==> config.mk <==
export PLATFORM = sky130hd
export DESIGN_NAME = even_odd_tally
export DESIGN_NICKNAME = d
export VERILOG_FILES = /design/src/rtl/even_odd_tally.sv
export SDC_FILE = /design/constraint.sdc
export NUM_CORES = 1
export LEC_CHECK = 0
export ABC_AREA = 1
export BUFFER_PORTS_ARGS = -buffer_cell sky130_fd_sc_hd__buf_4
export CAP_MARGIN = 20
export CORE_MARGIN = 10
export CORE_UTILIZATION = 35
export CTS_CLUSTER_DIAMETER = 50
export DETAILED_ROUTE_END_ITERATION = 8
export GPL_TIMING_DRIVEN = 0
export SLEW_MARGIN = 40
export SYNTH_ARGS = -nofsm -noshare
export SYNTH_HDL_FRONTEND = slang
export SYNTH_SLANG_ARGS = --single-unit
export TNS_END_PERCENT = 100
==> constraint.sdc <==
create_clock -name clk -period 3.96 [get_ports clk]
set_input_delay 0.792 -clock clk [delete_from_list [all_inputs] [get_ports clk]]
set_output_delay 0.792 -clock clk [all_outputs]
set_load 0.02 [all_outputs]
==> src/rtl/even_odd_tally.sv <==
// even_odd_tally: frames a stream of flagged samples into groups of FRAME_LEN
// and reports per-class counts/sums plus a count of inconsistent flags.
//
// state  | meaning
// ACCUM  | accepting samples, totals accumulate
// REPORT | frame complete, result held until out_ready
module even_odd_tally #(
  parameter int DATA_W    = 8,
  parameter int FRAME_LEN = 8,
  parameter int CNT_W     = 8,
  parameter int SUM_W     = 16
) (
  input  logic              clk,
  input  logic              rst,
  input  logic              in_valid,
  output logic              in_ready,
  input  logic [DATA_W-1:0] num,
  input  logic              even,
  input  logic              odd,
  output logic              out_valid,
  input  logic              out_ready,
  output logic [CNT_W-1:0]  even_cnt,
  output logic [CNT_W-1:0]  odd_cnt,
  output logic [SUM_W-1:0]  even_sum,
  output logic [SUM_W-1:0]  odd_sum,
  output logic [CNT_W-1:0]  err_cnt
);

  localparam int IDX_W = (FRAME_LEN > 1) ? $clog2(FRAME_LEN) : 1;
  localparam logic [IDX_W-1:0] LAST_IDX = IDX_W'(FRAME_LEN - 1);

  typedef enum logic {ACCUM = 1'b0, REPORT = 1'b1} state_t;

  state_t             state_q, state_d;
  logic [IDX_W-1:0]   idx_q, idx_d;
  logic [CNT_W-1:0]   even_cnt_q, even_cnt_d;
  logic [CNT_W-1:0]   odd_cnt_q, odd_cnt_d;
  logic [CNT_W-1:0]   err_cnt_q, err_cnt_d;
  logic [SUM_W-1:0]   even_sum_q, even_sum_d;
  logic [SUM_W-1:0]   odd_sum_q, odd_sum_d;
  logic               accept;

  assign in_ready  = (state_q == ACCUM);
  assign out_valid = (state_q == REPORT);
  assign accept    = in_valid && in_ready;

  // Next-state: classify accepted samples, close the frame, clear on hand-off.
  always_comb begin
    state_d    = state_q;
    idx_d      = idx_q;
    even_cnt_d = even_cnt_q;
    odd_cnt_d  = odd_cnt_q;
    err_cnt_d  = err_cnt_q;
    even_sum_d = even_sum_q;
    odd_sum_d  = odd_sum_q;
    case (state_q)
      ACCUM: begin
        if (accept) begin
          if (even && !odd) begin
            even_cnt_d = even_cnt_q + CNT_W'(1);
            even_sum_d = even_sum_q + SUM_W'(num);
          end else if (odd && !even) begin
            odd_cnt_d = odd_cnt_q + CNT_W'(1);
            odd_sum_d = odd_sum_q + SUM_W'(num);
          end else begin
            err_cnt_d = err_cnt_q + CNT_W'(1);
          end
          // The index is left at LAST_IDX; it is cleared when the result is taken.
          if (idx_q == LAST_IDX) begin
            state_d = REPORT;
          end else begin
            idx_d = idx_q + IDX_W'(1);
          end
        end
      end
      REPORT: begin
        if (out_ready) begin
          state_d    = ACCUM;
          idx_d      = '0;
          even_cnt_d = '0;
          odd_cnt_d  = '0;
          err_cnt_d  = '0;
          even_sum_d = '0;
          odd_sum_d  = '0;
        end
      end
      default: state_d = ACCUM;
    endcase
  end

  // State and totals registers; reset discards any partial or pending frame.
  always_ff @(posedge clk) begin
    if (rst) begin
      state_q    <= ACCUM;
      idx_q      <= '0;
      even_cnt_q <= '0;
      odd_cnt_q  <= '0;
      err_cnt_q  <= '0;
      even_sum_q <= '0;
      odd_sum_q  <= '0;
    end else begin
      state_q    <= state_d;
      idx_q      <= idx_d;
      even_cnt_q <= even_cnt_d;
      odd_cnt_q  <= odd_cnt_d;
      err_cnt_q  <= err_cnt_d;
      even_sum_q <= even_sum_d;
      odd_sum_q  <= odd_sum_d;
    end
  end

  assign even_cnt = even_cnt_q;
  assign odd_cnt  = odd_cnt_q;
  assign err_cnt  = err_cnt_q;
  assign even_sum = even_sum_q;
  assign odd_sum  = odd_sum_q;

endmodule

# ---- Word level (Yosys, flattened, before mapping)
# Cells that the tools add are included.
# W data, S select, Z words.
dict set report totals {
  in_bits 14
  register_bits 60
  output_inout_bits 58
  wordCells 59
}
dict set report classes {
  n_mux 28
  n_eq_ne 8
  n_reduce_logical 9
  addsub 6
  bitwise_logic 1
}
# op n
set ops {}
lappend ops {{$mux W16} 6}
lappend ops {{$mux W8} 9}
lappend ops {{$pmux W16 S2} 2}
lappend ops {{$pmux W8 S2} 3}
lappend ops {{$add A16 B8 Y16} 2}
lappend ops {{$add A8 B1 Y8 const B} 3}
lappend ops {{$mux W3} 3}
lappend ops {{$ne A2 B2 Y1 const B} 4}
lappend ops {{$reduce_and A4 Y1} 2}
lappend ops {{$ne A2 B1 Y1 const B} 3}
lappend ops {{$pmux W3 S2} 1}
lappend ops {{$reduce_and A3 Y1} 2}
lappend ops {{$add A3 B1 Y3 const B} 1}
lappend ops {{$eq A3 B3 Y1 const B} 1}
lappend ops {{$logic_and A1 B1 Y1} 3}
lappend ops {{$mux W1} 3}
lappend ops {{$logic_not A1 Y1} 2}
lappend ops {{$pmux W1 S2} 1}
lappend ops {{$not A1 Y1} 1}

# ---- Longest topological paths before layout
# Gate-level depths: netlist of the first run.
dict set report logic_depth {
  ltp_word 6
  mapped_depth 11
}

# ---- Least setup slack after synthesis of the first run
# Ideal clock, no wire load.
dict set report synth_timing {
  kind {input port to flip-flop}
  startpoint {input num[0]}
  endpoint {register odd_sum_q[12] (netlist: odd_sum[12])}
  cell_stages 11
  slack_ps 1888
  path_buffers 0
  arrival_time_ps 1957
  cell_sequence {ha_1 inv_1 fa_1 inv_1 nand3_1 nand3_1 nand2_1 nand2_1 nand3_1 nand2_1 nor2_1}
}
dict set report synth_between {
  elab_chain_len 5
}
# element line_no
set synth_lines {}
lappend synth_lines {{start, declared} 17} ;# input logic [DATA_W-1:0] num,
lappend synth_lines {{$add A16 B8 Y16} 64} ;# odd_sum_d = odd_sum_q + SUM_W'(num);
lappend synth_lines {{$mux W16} 62} ;# end else if (odd && !even) begin
lappend synth_lines {{$mux W16} 59} ;# if (even && !odd) begin
lappend synth_lines {{$mux W16} 58} ;# if (accept) begin
lappend synth_lines {{$pmux W16 S2} 56} ;# case (state_q)
lappend synth_lines {{end signal, assigned} 108} ;# odd_sum_q <= odd_sum_d;
lappend synth_lines {{end, declared} 40} ;# logic [SUM_W-1:0] odd_sum_q, odd_sum_d;
# No other way between the ends. The select of a mux whose other input is x is not followed.
# A chain may end at the register's enable or synchronous reset.

# ---- Final worst setup path of the first run
dict set report layout_timing {
  startpoint {register state_q (netlist: out_valid)}
  endpoint {output in_ready}
}
dict set report layout_between {
  elab_chain_len 1
}
# element line_no
set layout_lines {}
lappend layout_lines {{start, declared} 34} ;# state_t state_q, state_d;
lappend layout_lines {{start signal, assigned} 102} ;# state_q <= state_d;
lappend layout_lines {{$not A1 Y1} -}
lappend layout_lines {{end, declared} 16} ;# output logic in_ready,
# No other way between the ends.

==> flow_summary.yaml, run 1 <==
sta:
  rsz0062_at_grt: "false"
  hold_viol: 0
  drv_slew: 0
  fmax_ghz: 0.485
  whs_ns: 0.467
  fin_worst_skew_ns: 0.0114
  tightest_slew_ns: 0.612
  max_slew_margin: 0.592
  finalSetupTns_ns: 0
  worst_slack_ns: 1.90
  timing.final.crit_share: 0.520
  setup_viol: 0
  min_period_ns: 2.06
critical_path:
  crit_required_ns: 3.17
  critical_path_class: "reg -> out"
  end_kind: "output port"
  crit_buf_inv: 3
  path_delay_family: "buffers and inverters"
  arrival_ns: 1.27
  crit_top_cell: "buf_4"
  worst_path_max_delay_cell: "dfxtp_1"
  crit_path_max_fanout: 10
  cpPeakStageDelay_ns: 0.45
  worstSetupStartpointType: "register"
  cp_cell_sequence: "inv_1, buf_4, buf_4"
synth:
  syn-num-nets: 633
  avgSynthCellArea_um2: 6.25
  netlist_area_um2: 3720
  syn_inst: 596
  synth.ff_latch_count: 60
  yosysSeqAreaShare: 0.323
  ys_types: 28
  yosys_warnings: 0
layout:
  drive_gt1_frac: 0.160
  areaGrowthSynthToFinish_pct: 24.0
  final_common_cell: "nand2_1"
  num_antenna_cells: 0
  fin_nets: 714
  utilization: 0.447
  final_cell_area_um2: 4620
  layout_common_cells: "178 x nand2_1, 79 x inv_1, 76 x nor2_1"
global_routing:
  grt_max_degree: 13
  grt_usage: 0.139
  grt_remaining_overflow: 0
  grt_pass1_wl_mm: 17.2
  grt_pass1_vias: 3612
  antenna_found_initial: 0
power_and_ir_drop:
  leakage_nw: 2.19
  clockPowerShare: 0.413
  p_int_mw: 0.972
  power.density_nw_per_um2: 297
  p_comb_frac: 0.130
  swShare: 0.290
  seqPwrFrac: 0.456
  peakVddDrop_v: 0.000199
  p_switching_mw: 0.397
drt:
  antenna_left: 0
  wl_mm: 10.4
  drtIter0Drc: 214
  vias: 3866
  drt_first_pass_iters: 4
  drc: 0
  wl_per_cell_um: 12.7
  via_per_inst: 4.73
die:
  ios: 72
  fp.dieH_um: 123
  rows: 37
  die_area_um2: 15200
  start_util: 0.361
  die_x_um: 123
  core_area_um2: 10300
place:
  io_buffers: 70
  gp_congestion: 0.842
  dpl_worst_slack_ns: 1.56
  dp_hpwl_mm: 8.21
  place_area_um2: 4420
clock_network:
  clk_latency_ns: 0.34
  cts_max_path_buffers: 2
  cts_buffers: 9
  h-tree-depth: 3
  cts_sinks: 60
  cts_setup_buffers: 0
  cts_resized: 0
  cts_tree: "done"
  clkTransAtPathRegs_ns: 0.08
  holdBufCountCts: 0
  cts-root-buf: "clkbuf_8"
outcome:
  outcome: "finished clean"
flow_run:
  maxCapViolCount: 0
min_path:
  min_path_type: "reg -> reg"
==> tightest hold or removal path: stages (launching register included) <==
cell and delay, ns:
dfxtp_1 0.32, inv_1 0.05, a21oi_1 0.05
==> worst paths after layout <==
| kind | endpoint | depth (start not counted) | slack [ns] | startpoint |
|---|---|---|---|---|
| max | in_ready | 3 | 1.90 | out_valid |
| min | err_cnt[4] | 2 | 0.47 | err_cnt[4] |
| min reg2reg | err_cnt[4] | 2 | 0.47 | err_cnt[4] |
| max reg2reg | odd_sum[12] | 11 | 2.05 | odd_sum[0] |
==> routing by layer <==
layer	vias to the layer above	global-route usage	wire, µm
met5	-	0	0
met4	0	0.0408	42
met3	4	0.0278	551
met2	67	0.232	5000
met1	1734	0.176	4810
li1	2061	-	-
==> flip-flops by register name, summed over array words and instances, names as in the netlist <==
name,cells
even_sum,16
odd_sum,16
err_cnt,8
even_cnt,8
odd_cnt,8
idx_q,3
out_valid,1
==> power groups by stage <==
stage | Combinational, mW | Sequential [mW] | Clock, mW
final | 0.179 | 0.625 | 0.566
after global routing | 0.204 | 0.626 | 0.607
after CTS | 0.180 | 0.625 | 0.583
after detailed placement | 0.179 | 0.639 | 0
after global placement | 0.177 | 0.638 | 0
after floorplan | 0.110 | 0.648 | 0
==> through the flow <==
stage | instances | total power, mW
CTS | 818 | 1.39
global placement | 802 | 0.816
floorplan | 596 | 0.758
global route | 818 | 1.44
detailed placement | 802 | 0.818
finish | 818 | 1.37
==> final cells by class <==
type / count / area, µm²
plain buffers: 13 / 66.3
inverters: 83 / 312
clock inverters: 7 / 75.1
flip-flops and latches: 60 / 1200
multi-input cells: 440 / 2140
fillers: 1096 / 5710
well taps: 136 / 170
clock buffers: 9 / 124
repair buffers: 70 / 526
==> cell usage after synthesis <==
cell	number	area, µm²
a211oi_1	1	7.51
a21boi_0	2	15.0
a21oi_1	55	275
a21oi_4	1	16.3
buf_1	1	3.75
buf_2	5	25.0
buf_4	3	22.5
clkbuf_1	4	15.0
dfxtp_1	60	1200
fa_1	2	40.0
ha_1	21	263
inv_1	79	297
inv_2	4	15.0
nand2_1	178	668
nand2_2	3	18.8
nand3_1	61	305
nand3b_1	2	15.0
nand4_1	5	31.3
nor2_1	76	285
nor2_2	3	18.8
nor2_4	2	22.5
nor3_1	5	25.0
o211a_1	1	10.0
o21ai_0	14	70.1
o21bai_1	2	15.0
o22ai_1	2	12.5
or2_2	2	12.5
xnor2_1	2	17.5
==> kinds of logic (layout without fill, tap and decap cells) <==
| group | Yosys count | after routing | synth area share |
|---|---|---|---|
| AO/OA/AOI/OAI | 78 | 78 | 0.113 |
| XOR/XNOR | 2 | 2 | 0.00471 |
| adder cells (fa/ha/maj) | 23 | 23 | 0.0813 |
| buffers and inverters | 96 | 182 | 0.101 |
| flip-flops | 60 | 60 | 0.323 |
| AND/OR/NAND/NOR | 337 | 337 | 0.377 |
No activity file was read; power rests on OpenSTA's default activity.
==> run 2, diff against run 1 <==
==> constraint.sdc (replaced) <==
create_clock -name clk -period 2.05 [get_ports clk]
set_input_delay 0.41 -clock clk [delete_from_list [all_inputs] [get_ports clk]]
set_output_delay 0.41 -clock clk [all_outputs]
set_load 0.02 [all_outputs]
==> run 2 against run 1 <==
Global-route usage unchanged. Critical path depth up 8. Clock power up 93%. Sequential power up 94%. Die area unchanged. Clock skew about the same. Wire length up 0.11%. Register-to-register slack worse by 1.9 ns.
==> flow_summary.yaml, run 2 (same netlist as run 1, synthesis figures left out) <==
global_routing:
  antenna_found_initial: 0
  grt_remaining_overflow: 0
  grt_usage: 0.139
  grt_pass1_wl_mm: 17.2
  grt_pass1_vias: 3612
  grt_max_degree: 13
place:
  placed_cells: 802
  dpl_worst_slack_ns: 0.0334
  io_buffers: 70
  gp_congestion: 0.842
  dp_hpwl_mm: 8.21
drt:
  via_per_inst: 4.76
  antenna_left: 0
  drtIter0Drc: 208
  drt_first_pass_iters: 5
  wl_per_cell_um: 12.7
  drc: 0
  wl_mm: 10.4
  vias: 3895
sta:
  finalSetupTns_ns: 0
  min_period_ns: 1.87
  setup_viol: 0
  max_slew_margin: 0.603
  fmax_ghz: 0.535
  rsz0062_at_grt: "false"
  fin_worst_skew_ns: 0.0112
  drv_slew: 0
  tightest_slew_ns: 0.596
  timing.final.crit_share: 0.911
  worst_slack_ns: 0.182
  hold_viol: 0
clock_network:
  cts_resized: 0
  h-tree-depth: 3
  clk_latency_ns: 0.34
  cts_sinks: 60
  holdBufCountCts: 0
  cts_setup_buffers: 0
  clkTransAtPathRegs_ns: 0.07
  cts-root-buf: "clkbuf_8"
  cts_tree: "done"
  cts_max_path_buffers: 2
  cts_buffers: 9
die:
  ios: 72
  core_area_um2: 10300
  fp.dieH_um: 123
  rows: 37
  die_area_um2: 15200
  die_x_um: 123
  start_util: 0.361
flow_run:
  maxCapViolCount: 0
critical_path:
  crit_required_ns: 2.28
  worstSetupStartpointType: "register"
  cp_cell_sequence: "ha_1, inv_1, fa_1, inv_1, nand3_1, nand3_2, nand2_1, nand2_1, nand3_1, nand2_1, nor2_1"
  crit_buf_inv: 2
  end_kind: "register"
  critical_path_class: "reg -> reg"
  arrival_ns: 2.10
  worst_path_max_delay_cell: "fa_1"
  crit_path_max_fanout: 4
  cpPeakStageDelay_ns: 0.41
  crit_top_cell: "nand2_1"
  path_delay_family: "adder cells"
outcome:
  outcome: "finished clean"
layout:
  layout_common_cells: "178 x nand2_1, 79 x inv_1, 76 x nor2_1"
  final_common_cell: "nand2_1"
  areaGrowthSynthToFinish_pct: 24.3
  drive_gt1_frac: 0.164
  fin_nets: 714
  final_cells: 818
  num_antenna_cells: 0
  fillCellCount: 1096
power_and_ir_drop:
  peakVddDrop_v: 0.000385
  power.density_nw_per_um2: 572
  power_mw: 2.65
  leakage_nw: 2.19
min_path:
  min_path_type: "in -> reg"
run 2: worst min-delay path: stages:
cell	delay, ns
buf_4	0.12
inv_1	0.08
a211oi_1	0.07
run 2: final cells by class:
type	count	area, µm²	area share
well taps	136	170	0.0368
multi-input cells	440	2150	0.465
clock inverters	7	75.1	0.0162
flip-flops and latches	60	1200	0.260
repair buffers	70	526	0.114
inverters	83	312	0.0673
clock buffers	9	124	0.0268
plain buffers	13	66.3	0.0143
run 2: path summary, 6_finish.rpt:
kind                    start          end  slack [ns]  cells after the start
setup / recovery  even_sum[0]  even_sum[8]        0.18                     11
hold reg to reg    err_cnt[4]   err_cnt[4]        0.47                      2
hold / removal       in_valid    out_valid        0.39                      3
setup reg to reg  even_sum[0]  even_sum[8]        0.18                     11
run 2: power breakdown:
group	switching (mW)	total [mW]	internal [mW]
clock network	0.529	1.09	0.565
registers	0.0202	1.21	1.19
logic	0.218	0.346	0.127
total	0.768	2.65	1.88
run 2: metrics by stage:
stage,cell area (µm²),hold WS [ns],util
floorplan,3720,0.447,-
global placement,4420,0.453,0.428
detailed placement,4420,0.460,0.428
CTS,4620,0.369,0.447
global route,4630,0.379,0.448
finish,4630,0.389,0.448
run 2: per-layer routing:
layer	GRT usage	vias up	share of wire
met5	0	-	0
met4	0.0408	0	0.0073
met3	0.0278	8	0.056
met2	0.232	78	0.48
met1	0.176	1747	0.46
li1	-	2062	-
==> run 3, diff against run 2 <==
--- a/config.mk
+++ b/config.mk
@@ -13,6 +13,7 @@
 export CTS_CLUSTER_DIAMETER = 50
 export DETAILED_ROUTE_END_ITERATION = 8
 export GPL_TIMING_DRIVEN = 0
+export RECOVER_POWER = 50
 export SLEW_MARGIN = 40
 export SYNTH_ARGS = -nofsm -noshare
 export SYNTH_HDL_FRONTEND = slang
==> run 3 against run 2 <==
Critical path depth stayed put. Utilization is 2.0 points lower. Die area stayed put. Clock skew is 0.00051 ns lower. Via count is 0.18% lower. Wire length is 0.26% lower. Setup slack better by 0.010 ns. Largest power group unchanged.
==> flow_summary.yaml, run 3 (same netlist as run 1, synthesis figures left out) <==
outcome:
  outcome: "finished clean"
drt:
  top_layer: "met4"
  antenna_left: 0
  wl_per_cell_um: 12.7
  met3WireLength_um: 563
  wl_mm: 10.4
  vias: 3888
  drtIter0Drc: 208
  drc: 0
  drt_first_pass_iters: 5
  via_per_inst: 4.75
  drt-met1-wl_mm: 4.82
  wl_met2_mm: 4.91
clock_network:
  cts_sinks: 60
  h-tree-depth: 3
  clk_latency_ns: 0.34
  cts_tree: "done"
  cts_setup_buffers: 0
  cts_buffers: 9
  cts-root-buf: "clkbuf_8"
  clkTransAtPathRegs_ns: 0.08
  cts_max_path_buffers: 2
power_and_ir_drop:
  p_int_mw: 1.86
  power.density_nw_per_um2: 597
  p_comb_frac: 0.125
  power_mw: 2.64
  p_switching_mw: 0.772
  leakage_nw: 1.96
  swShare: 0.293
  peakVddDrop_v: 0.000385
  seqPwrFrac: 0.458
  clockPowerShare: 0.417
sta:
  max_slew_margin: 0.604
  hold_viol: 0
  finalSetupTns_ns: 0
  whs_ns: 0.384
  fmax_ghz: 0.538
  fin_worst_skew_ns: 0.0107
  drv_slew: 0
  worst_slack_ns: 0.192
  setup_viol: 0
  timing.final.crit_share: 0.906
  rsz0062_at_grt: "false"
  min_period_ns: 1.86
  tightest_slew_ns: 0.593
place:
  gp_congestion: 0.842
  io_buffers: 70
  place_area_um2: 4420
  placed_cells: 802
  dp_hpwl_mm: 8.21
  dpl_worst_slack_ns: 0.0334
layout:
  layout_common_cells: "179 x nand2_1, 80 x inv_1, 76 x nor2_1"
  final_common_cell: "nand2_1"
  final_cell_area_um2: 4420
  areaGrowthSynthToFinish_pct: 18.6
  drive_gt1_frac: 0.0806
  utilization: 0.428
  final_cells: 818
  num_antenna_cells: 0
  fin_nets: 714
min_path:
  hold_depth: 3
  holdCritStartpoint: "in_valid"
  min_path_type: "in -> reg"
  whs_endpoint: "out_valid"
critical_path:
  crit_required_ns: 2.29
  reg2reg_depth: 11
  r2r_slack_ns: 0.19
  r2r_end: "even_sum[12]"
  rr_startpoint: "even_sum[0]"
  crit_path_max_fanout: 4
  worstSetupStartpointType: "register"
  critical_path_class: "reg -> reg"
  arrival_ns: 2.10
  end_kind: "register"
global_routing:
  grt_pass1_vias: 3612
  grt_remaining_overflow: 0
  grt_max_degree: 13
  antenna_found_initial: 0
  grt_pass1_wl_mm: 17.2
  grt_usage: 0.139
die:
  die_x_um: 123
  die_area_um2: 15200
  ios: 72
  start_util: 0.361
  rows: 37
  core_area_um2: 10300
  fp.dieH_um: 123
flow_run:
  maxCapViolCount: 0
## run 3: power groups by stage
stage	sequential [mW]	combinational, mW	clock, mW
after CTS	1.21	0.349	1.13
after global placement	1.23	0.343	0
final	1.21	0.331	1.10
after global routing	1.21	0.381	1.17
after floorplan	1.25	0.212	0
after detailed placement	1.23	0.347	0
## run 3: worst max-delay path by stage
| stage | startpoint | end | slack, ns | cells after the start |
|---|---|---|---|---|
| 6_report | even_sum[0] | even_sum[12] | 0.19 | 11 |
| 5_1_grt | even_sum[0] | even_sum[12] | 0.03 | 11 |
| 4_1_cts | odd_sum[0] | odd_sum[12] | 0.14 | 11 |
| 3_5_place_dp | num[0] | odd_sum[12] | 0.03 | 12 |
| 3_3_place_gp | num[0] | even_sum[8] | 0.03 | 12 |
| 2_1_floorplan | odd_sum[0] | odd_sum[12] | 0.27 | 11 |
## run 3: routing by layer
metal	vias up	track usage
met5	-	0
met4	0	0.0408
met3	9	0.0278
met2	74	0.232
met1	1745	0.176
li1	2060	-
## run 3: layout make-up
class | count | area (µm²)
clock buffers | 9 | 124
well taps | 136 | 170
plain buffers | 13 | 66.3
repair buffers | 70 | 319
clock inverters | 7 | 75.1
multi-input cells | 440 | 2150
flip-flops and latches | 60 | 1200
fillers | 1134 | 5910
inverters | 83 | 312
## run 3: critical path, cell delays in order, from the launching register on
cell and delay, ns:
dfxtp_1 0.38, ha_1 0.22, inv_1 0.06, fa_1 0.41
inv_1 0.13, nand3_1 0.09, nand3_2 0.10, nand2_1 0.06
nand2_1 0.13, nand3_1 0.09, nand2_1 0.06, nor2_1 0.04
## run 3: timing repair
action,4_1_cts,5_1_grt
endpoints found under the setup margin,0,4
hold buffers,0,0
endpoints found under the hold margin,0,0
resized for setup,0,3
